**config.mk**
```make
export PLATFORM = sky130hd
export DESIGN_NAME = turn_signal_ctrl
export DESIGN_NICKNAME = d
export VERILOG_FILES = /design/src/rtl/turn_signal_ctrl.sv
export SDC_FILE = /design/constraint.sdc
export NUM_CORES = 1
export LEC_CHECK = 0
export CELL_PAD_IN_SITES_DETAIL_PLACEMENT = 1
export CELL_PAD_IN_SITES_GLOBAL_PLACEMENT = 2
export CORE_MARGIN = 3
export CORE_UTILIZATION = 39
export DETAILED_ROUTE_END_ITERATION = 10
export PLACE_DENSITY_LB_ADDON = 0.1
export SYNTH_ARGS = -nofsm -noshare
export SYNTH_HDL_FRONTEND = slang
export SYNTH_SLANG_ARGS = --single-unit
export TNS_END_PERCENT = 20
```
**constraint.sdc**
```tcl
create_clock -name clk -period 5 [get_ports clk]
set_input_delay 1 -clock clk [delete_from_list [all_inputs] [get_ports clk]]
set_output_delay 1 -clock clk [all_outputs]
set_load 0.01 [all_outputs]
```
**src/rtl/turn_signal_ctrl.sv**
```systemverilog
// Turn-signal / hazard / brake lamp controller: synchronizes switch inputs, runs a blink FSM.
// Optional input debounce stage enabled by defining CAR_LIGHT_DEBOUNCE_EN.
module turn_signal_ctrl #(
  parameter int HALF_PERIOD     = 500000,
  parameter int MIN_FLASHES     = 3,
  parameter int DEBOUNCE_CYCLES = 16
) (
  input  logic       clk,
  input  logic       rst,
  input  logic [3:0] car_status,
  output logic       en_l,
  output logic       en_r,
  output logic [2:0] mode
);

  typedef enum logic [2:0] {
    IDLE   = 3'd0,
    LEFT   = 3'd1,
    RIGHT  = 3'd2,
    HAZARD = 3'd3
  } state_e;

  localparam int PW = (HALF_PERIOD > 1) ? $clog2(HALF_PERIOD) : 1;
  localparam int FW = (MIN_FLASHES > 0) ? $clog2(MIN_FLASHES + 1) : 1;
  localparam logic [PW-1:0] PHASE_LAST = PW'(HALF_PERIOD - 1);
  localparam logic [FW-1:0] FLASH_MIN  = FW'(MIN_FLASHES);

  if (HALF_PERIOD < 2 || MIN_FLASHES < 1 || DEBOUNCE_CYCLES < 1) begin : g_bad_params
    $error("turn_signal_ctrl: HALF_PERIOD>=2, MIN_FLASHES>=1, DEBOUNCE_CYCLES>=1 required");
  end

  logic [3:0] sync1_q, sync2_q;
  logic [3:0] status;

  // NOTE: sequential state uses non-blocking assignments so every flop samples pre-edge values.
  always_ff @(posedge clk) begin
    if (rst) begin
      sync1_q <= '0;
      sync2_q <= '0;
    end else begin
      sync1_q <= car_status;
      sync2_q <= sync1_q;
    end
  end

`ifdef CAR_LIGHT_DEBOUNCE_EN
  localparam int DW = (DEBOUNCE_CYCLES > 1) ? $clog2(DEBOUNCE_CYCLES) : 1;
  localparam logic [DW-1:0] DEB_LAST = DW'(DEBOUNCE_CYCLES - 1);

  logic [3:0]    deb_q;
  logic [DW-1:0] deb_cnt_q [4];

  // A bit flips only after DEBOUNCE_CYCLES consecutive samples disagree with the accepted value.
  always_ff @(posedge clk) begin
    if (rst) begin
      deb_q <= '0;
      for (int i = 0; i < 4; i++) deb_cnt_q[i] <= '0;
    end else begin
      for (int i = 0; i < 4; i++) begin
        if (sync2_q[i] == deb_q[i]) begin
          deb_cnt_q[i] <= '0;
        end else if (deb_cnt_q[i] == DEB_LAST) begin
          deb_q[i]     <= sync2_q[i];
          deb_cnt_q[i] <= '0;
        end else begin
          deb_cnt_q[i] <= deb_cnt_q[i] + 1'b1;
        end
      end
    end
  end

  assign status = deb_q;
`else
  assign status = sync2_q;
`endif

  logic req_hazard, req_left, req_right, brake;
  assign req_hazard = status[2] | (status[0] & status[1]);
  assign req_left   = status[0] & ~req_hazard;
  assign req_right  = status[1] & ~req_hazard;
  assign brake      = status[3];

  state_e        state_q, state_d;
  logic          phase_q, phase_d;
  logic [PW-1:0] pcnt_q, pcnt_d;
  logic [FW-1:0] flash_q, flash_d;
  logic          en_l_q, en_l_d, en_r_q, en_r_d;

  logic          phase_wrap, off_end, min_met;
  logic [FW-1:0] flash_next;

  // NOTE: every always_comb target gets a default first, so no path can infer a latch.
  always_comb begin
    state_d    = state_q;
    phase_d    = phase_q;
    pcnt_d     = pcnt_q;
    flash_d    = flash_q;
    phase_wrap = (pcnt_q == PHASE_LAST);
    off_end    = phase_wrap & ~phase_q;
    flash_next = (off_end && flash_q != FLASH_MIN) ? flash_q + 1'b1 : flash_q;
    min_met    = (flash_next == FLASH_MIN);

    if (state_q != IDLE) begin
      pcnt_d  = phase_wrap ? '0 : pcnt_q + 1'b1;
      phase_d = phase_wrap ? ~phase_q : phase_q;
      flash_d = flash_next;
    end

    unique case (state_q)
      IDLE: begin
        if (req_hazard)     state_d = HAZARD;
        else if (req_left)  state_d = LEFT;
        else if (req_right) state_d = RIGHT;
      end
      LEFT: begin
        if (req_hazard) state_d = HAZARD;
        else if (off_end && min_met) begin
          if (req_right)     state_d = RIGHT;
          else if (!req_left) state_d = IDLE;
        end
      end
      RIGHT: begin
        if (req_hazard) state_d = HAZARD;
        else if (off_end && min_met) begin
          if (req_left)        state_d = LEFT;
          else if (!req_right) state_d = IDLE;
        end
      end
      HAZARD: begin
        if (!req_hazard && off_end) state_d = IDLE;
      end
      default: state_d = IDLE;
    endcase

    // Any state change restarts the blink: ON for an active state, OFF when idling.
    if (state_d != state_q) begin
      phase_d = (state_d != IDLE);
      pcnt_d  = '0;
      flash_d = '0;
    end

    en_l_d = (state_d == LEFT  || state_d == HAZARD) ? phase_d : brake;
    en_r_d = (state_d == RIGHT || state_d == HAZARD) ? phase_d : brake;
  end

  always_ff @(posedge clk) begin
    if (rst) begin
      state_q <= IDLE;
      phase_q <= 1'b0;
      pcnt_q  <= '0;
      flash_q <= '0;
      en_l_q  <= 1'b0;
      en_r_q  <= 1'b0;
    end else begin
      state_q <= state_d;
      phase_q <= phase_d;
      pcnt_q  <= pcnt_d;
      flash_q <= flash_d;
      en_l_q  <= en_l_d;
      en_r_q  <= en_r_d;
    end
  end

  assign en_l = en_l_q;
  assign en_r = en_r_q;
  assign mode = state_q;

endmodule

```
==> flow_summary.toml, run 1 <==
[status]
status = "complete, no violations"

[yosys]
yosys.area.top_type = "dfxtp_1"
synth_area_um2 = 1760
synth_xor_area_share_pct = 8.94
synthAdderAreaFrac_pct = 2.13
synth_top_family_by_area = "simple AND/OR/NAND/NOR gates"
ys_warn_count = 0
synthFlopType = "dfxtp_1"
synthSimpleGateAreaFrac_pct = 34.2
synth_top_area_share_pct = 39.7
yosysUniqueCellTypes = 54
async_reset_ff_share_pct = 0
synth_mux_area_share_pct = 0.568
ys_ff_latch = 35
synth_nets = 209
synth_cells = 200
synth-seq-area-share_pct = 39.7
synthTopCellsByCount = "35 x dfxtp_1, 20 x nor2_1, 16 x nand2_1, 10 x nor2_2, 10 x xnor2_1"
synth_most_common_cell = "dfxtp_1"
postSynthAreaPerCell_um2 = 8.81
synth_edf_count = 0
synth_area_leaders = "dfxtp_1 40%, xnor2_1 5.0%, nor2_1 4.3%"
synth-compound-area-share_pct = 9.58

[pwr]
finalPower_uw = 598
clock_power_share_pct = 43.6
pwr-share-seq_pct = 49.1
switchingPower_uw = 142
power_density_nw_per_um2 = 300
swShare_pct = 23.8
p_int_uw = 455
p_comb_share_pct = 7.3
p_leak_uw = 0.000673
ir_drop_uv = 166

[critical_path]
rr_startpoint = "pcnt_q[9]"
cp.arrival_ps = 3270
cp_slowest_stage_delay_ps = 540
crit_type = "flop to flop"
path_max_fanout = 5
crit_slowest_cell = "or4b_1"
endpoint_kind = "flop"
r2r-end = "en_r"
rrSetupSlack_ps = 1890
crit_path_start_kind = "flop"
critical_path.cell_chain = "or4b_1, or4_4, nor3_2, ha_1, nand4_1, a41oi_1, nor2_1, o41ai_1, a21oi_1"
cp-startpoint = "pcnt_q[9]"
cp_data_required_time_ps = 5160
worst-r2r-cell-count = 9

[timing]
tns_ps = 0
finalCriticalPeriod_ps = 3110
slew_violations = 0
tightest_slew_ps = 606
max_slew_margin_pct = 59.3
timing.final.crit_share_pct = 62.2
setup_viol = 0
clock_skew_ps = 4.58
max_freq_mhz = 322
grt_setup_unrepaired = "false"
finalHoldViolations = 0

[cells_and_area]
seqCellArea_um2 = 701
multi_input_area_um2 = 981
syn2layout_area_growth_pct = 13.1
fin_util_pct = 47.8
diodes = 0
final_cells = 261
fin_area_um2 = 1990
fill_cells = 490
drive_gt1_share_pct = 11.8
nets = 219

[detailed_routing]
routed_wl_um = 4050
wire_per_inst_um = 15.5
vias = 1439
drc = 0
drt-vias-per-instance = 5.51
drt_iter0_markers = 76
antenna_left = 0
drt_pass1_iterations = 4

[global_route]
grt_pass1_wl_um = 7110
overflow = 0
antenna_found_initial = 0
first_global_vias = 1476
grt_use_total_pct = 17.1
grt_max_degree = 17

[floorplan]
ios = 11
dieArea_um2 = 5360
fp.coreArea_um2 = 4170
die-height_um = 73.2
fp-row-count = 23
initial_core_util_pct = 42.2
chipWidth_um = 73.2

[place]
placed_cells = 253
dp_hpwl_um = 2980
globalplace.congestion = 0.911
port_buffers = 10
dpl-instance-area_um2 = 1880

[clocking]
cts_tree = "yes"
cts_resized = 0
cts_buffers = 5
cts.sink_count = 35
postCtsSetupBuffers = 0
clock_latency_ps = 290
root_buffer = "clkbuf_8"
postCtsHoldBufs = 0
htreeDepth = 2
clk_path_buf_depth = 2
clk_pin_slew_worst_paths_ps = 70

[hold_path]
hold_depth = 1
worst_hold_path.endpoint = "status[1]"
hold_class = "flop to flop"
hold_path_startpoint = "sync1_q[1]"

[run]
cap_violations = 0
## cell usage in the layout (no fill, tap or decap), types with 2 or more instances in the layout
master           instances
xnor2_1                 10
nor3_1                   8
clkbuf_8                 5
nor3b_1                  2
nor2_2                  10
nand2b_1                 2
or3_1                    3
and2_1                   3
xor2_1                   8
nor2b_1                  9
nand4_1                  5
nor2_1                  20
a21oi_1                  6
dfxtp_1                 35
nor4b_1                  2
a31oi_1                  2
clkdlybuf4s50_1         10
inv_1                    9
ha_1                     3
nand3_1                  8
o22ai_1                  2
nand2_1                 16
## through the flow
stage | hold slack (ps) | setup slack [ps]
after floorplan | 414 | 2290
after global placement | 419 | 2090
after detailed placement | 425 | 1940
after CTS | 443 | 1890
after global routing | 464 | 1660
final | 440 | 1890
## how the worst max path moves through the flow
| stage | cells after the start | endpoint |
|---|---|---|
| 2_1_floorplan | 9 | phase_q |
| 3_3_place_gp | 9 | phase_q |
| 3_5_place_dp | 9 | phase_q |
| 4_1_cts | 9 | phase_q |
| 5_1_grt | 9 | phase_q |
| 6_report | 9 | en_r |
## per-layer routing
metal	part of all wire (%)	track usage (%)	vias up
met5	0	0	-
li1	-	-	720
met2	43	25.0	18
met3	2.9	4.82	9
met4	1.6	6.56	0
met1	52	23.6	692
## state kept, by name, summed over array words and instances (netlist names)
| signal | cells |
|---|---|
| en_l | 1 |
| en_r | 1 |
| flash_q | 2 |
| mode | 3 |
| pcnt_q | 19 |
| phase_q | 1 |
| status | 4 |
| sync1_q | 4 |
## critical path: cells and delay by family, from the launching register on
family	cells	cell delay [ps]
simple gates	5	1550
fa+ha+maj	1	260
flops	1	350
compound gates	3	840
## layout make-up
cell class / count / share of cell area [%]
Clock buffer: 5 / 3.45
Clock inverter: 3 / 2.38
Inverter: 9 / 1.69
Multi-Input combinational cell: 149 / 49.2
Sequential cell: 35 / 35.1
Tap cell: 50 / 3.14
Timing Repair Buffer: 10 / 5.02
## cell families after synthesis
group,count (synthesis)
XOR/XNOR,18
AND/OR/NAND/NOR,103
flip-flops,35
adder cells (fa/ha/maj),3
other,1
multiplexers,1
buffers and inverters,16
AO/OA/AOI/OAI,23
## power groups by stage
stage          sequential [µW]  combinational (µW)  clock [µW]
5_1_grt                    294                48.4         283
3_5_place_dp               299                43.8           0
2_1_floorplan              295                34.2           0
6_report                   293                43.4         261
4_1_cts                    293                44.0         267
3_3_place_gp               299                43.2           0
Note: power is estimated with default switching activity, not from simulation.
==> run 2, diff against run 1 <==
CORE_UTILIZATION = 36   (was 39)
clock period = 3.2 ns   (was 5 ns; I/O delays follow)
==> flow_summary.toml, run 2 (synthesis results as in run 1) <==
[critical_path]
rr_startpoint = "pcnt_q[8]"
cp-startpoint = "pcnt_q[8]"
endpoint_kind = "flop"
rrSetupSlack_ps = 120
cp_data_required_time_ps = 3410
path_max_fanout = 5
r2r-end = "phase_q"
worst-r2r-cell-count = 9
cp.arrival_ps = 3290
crit_type = "flop to flop"
crit_path_start_kind = "flop"

[cells_and_area]
syn2layout_area_growth_pct = 15.5
seqCellArea_um2 = 701
drive_gt1_share_pct = 13.3
largest_register_ffs = 19
final_cell_mix = "35 x dfxtp_1, 20 x nor2_1, 16 x nand2_1"
fill_cells = 542
fin_util_pct = 44.9
layout_commonest_cell = "dfxtp_1"
nets = 219
multi_input_area_um2 = 1000
diodes = 0
regMostFlops = "pcnt_q"

[hold_path]
hold_depth = 1
worst_hold_path.endpoint = "status[3]"
hold_path_startpoint = "sync1_q[3]"
hold_class = "flop to flop"

[global_route]
grt_pass1_wl_um = 7360
overflow = 0
grt_use_total_pct = 15.5
antenna_found_initial = 0
grt_max_degree = 17
first_global_vias = 1540

[place]
port_buffers = 10
globalplace.congestion = 0.919
dp_hpwl_um = 3160
dp_slack_ps = 65.5

[clocking]
cts_buffers = 5
cts.sink_count = 35
clk_path_buf_depth = 2
root_buffer = "clkbuf_8"
cts_tree = "yes"
htreeDepth = 2
postCtsSetupBuffers = 0
clk_pin_slew_worst_paths_ps = 80
clock_latency_ps = 280

[timing]
max_freq_mhz = 325
clock_skew_ps = 3.71
timing.final.crit_share_pct = 96.3
tightest_slew_ps = 601
finalHoldViolations = 0
grt_setup_unrepaired = "true"
finalCriticalPeriod_ps = 3080
fin_ws_ps = 120
max_slew_margin_pct = 59.7
tns_ps = 0
setup_viol = 0
slew_violations = 0

[floorplan]
die-height_um = 76.0
initial_core_util_pct = 38.9
ios = 11
fp.coreArea_um2 = 4530
chipWidth_um = 76.0
fp-row-count = 24
dieArea_um2 = 5770

[detailed_routing]
wire_per_inst_um = 15.6
routed_wl_um = 4320
vias = 1466
drt_iter0_markers = 126
drt-vias-per-instance = 5.31
drc = 0
drt_pass1_iterations = 4
antenna_left = 0

[pwr]
p_leak_uw = 0.000679
ir_drop_uv = 328
power_density_nw_per_um2 = 460
finalPower_uw = 936

[status]
status = "complete, no violations"

[run]
cap_violations = 0
-- run 2: cell types whose count changed in the layout (fill, tap and decap cells not counted) --
cell	previous run	this run
a41oi_2	0	1
o41ai_1	1	0
ha_1	3	2
o41ai_2	0	1
nor3_4	0	1
ha_2	0	1
nor3_2	1	0
a41oi_1	1	0
-- run 2: final cells by class --
class	count	area share, %
flip-flops and latches	35	34.4
multi-input cells	149	49.3
inverters	9	1.66
repair buffers	10	4.91
well taps	65	3.99
clock buffers	5	3.38
clock inverters	3	2.33
-- run 2: what timing repair did --
action / 4_1_cts / 5_1_grt
hold buffers: 0 / 0
resized for setup: 0 / 4
setup endpoints to repair: 0 / 7
-- run 2: stage by stage --
| stage | hold slack [ps] | std cells | instance area, µm² |
|---|---|---|---|
| 2_1_floorplan | 414 | 200 | 1760 |
| 3_3_place_gp | 419 | 268 | 1900 |
| 3_5_place_dp | 431 | 268 | 1900 |
| 4_1_cts | 450 | 276 | 2010 |
| 5_1_grt | 459 | 276 | 2040 |
| 6_report | 442 | 276 | 2040 |
-- run 2: worst max-delay path by stage --
stage / end / slack [ps] / cells past startpoint
3_5_place_dp: phase_q / 70 / 9
3_3_place_gp: phase_q / 270 / 9
5_1_grt: phase_q / -30 / 9
6_report: phase_q / 120 / 9
4_1_cts: phase_q / 30 / 9
2_1_floorplan: phase_q / 490 / 9
-- run 2: metal layers --
metal | vias to the layer above | GRT usage (%) | wire length [µm]
li1 | 722 | - | -
met1 | 719 | 21.6 | 2190
met2 | 23 | 24.5 | 1960
met3 | 2 | 3.66 | 140
met4 | 0 | 3.26 | 19
met5 | - | 0 | 0
-- run 2: report_power, final --
| part | internal, µW | switching (µW) |
|---|---|---|
| logic | 31.2 | 40.1 |
| clock network | 236 | 172 |
| registers | 445 | 12.2 |
-- run 2: critical path, cell delays in order (launching register included) --
cell     delay, ps
dfxtp_1        420
or4b_1         460
or4_4          450
nor3_4         240
ha_2           250
nand4_1        220
a41oi_2        260
nor2_1          80
or3_1          430
a31oi_1        210
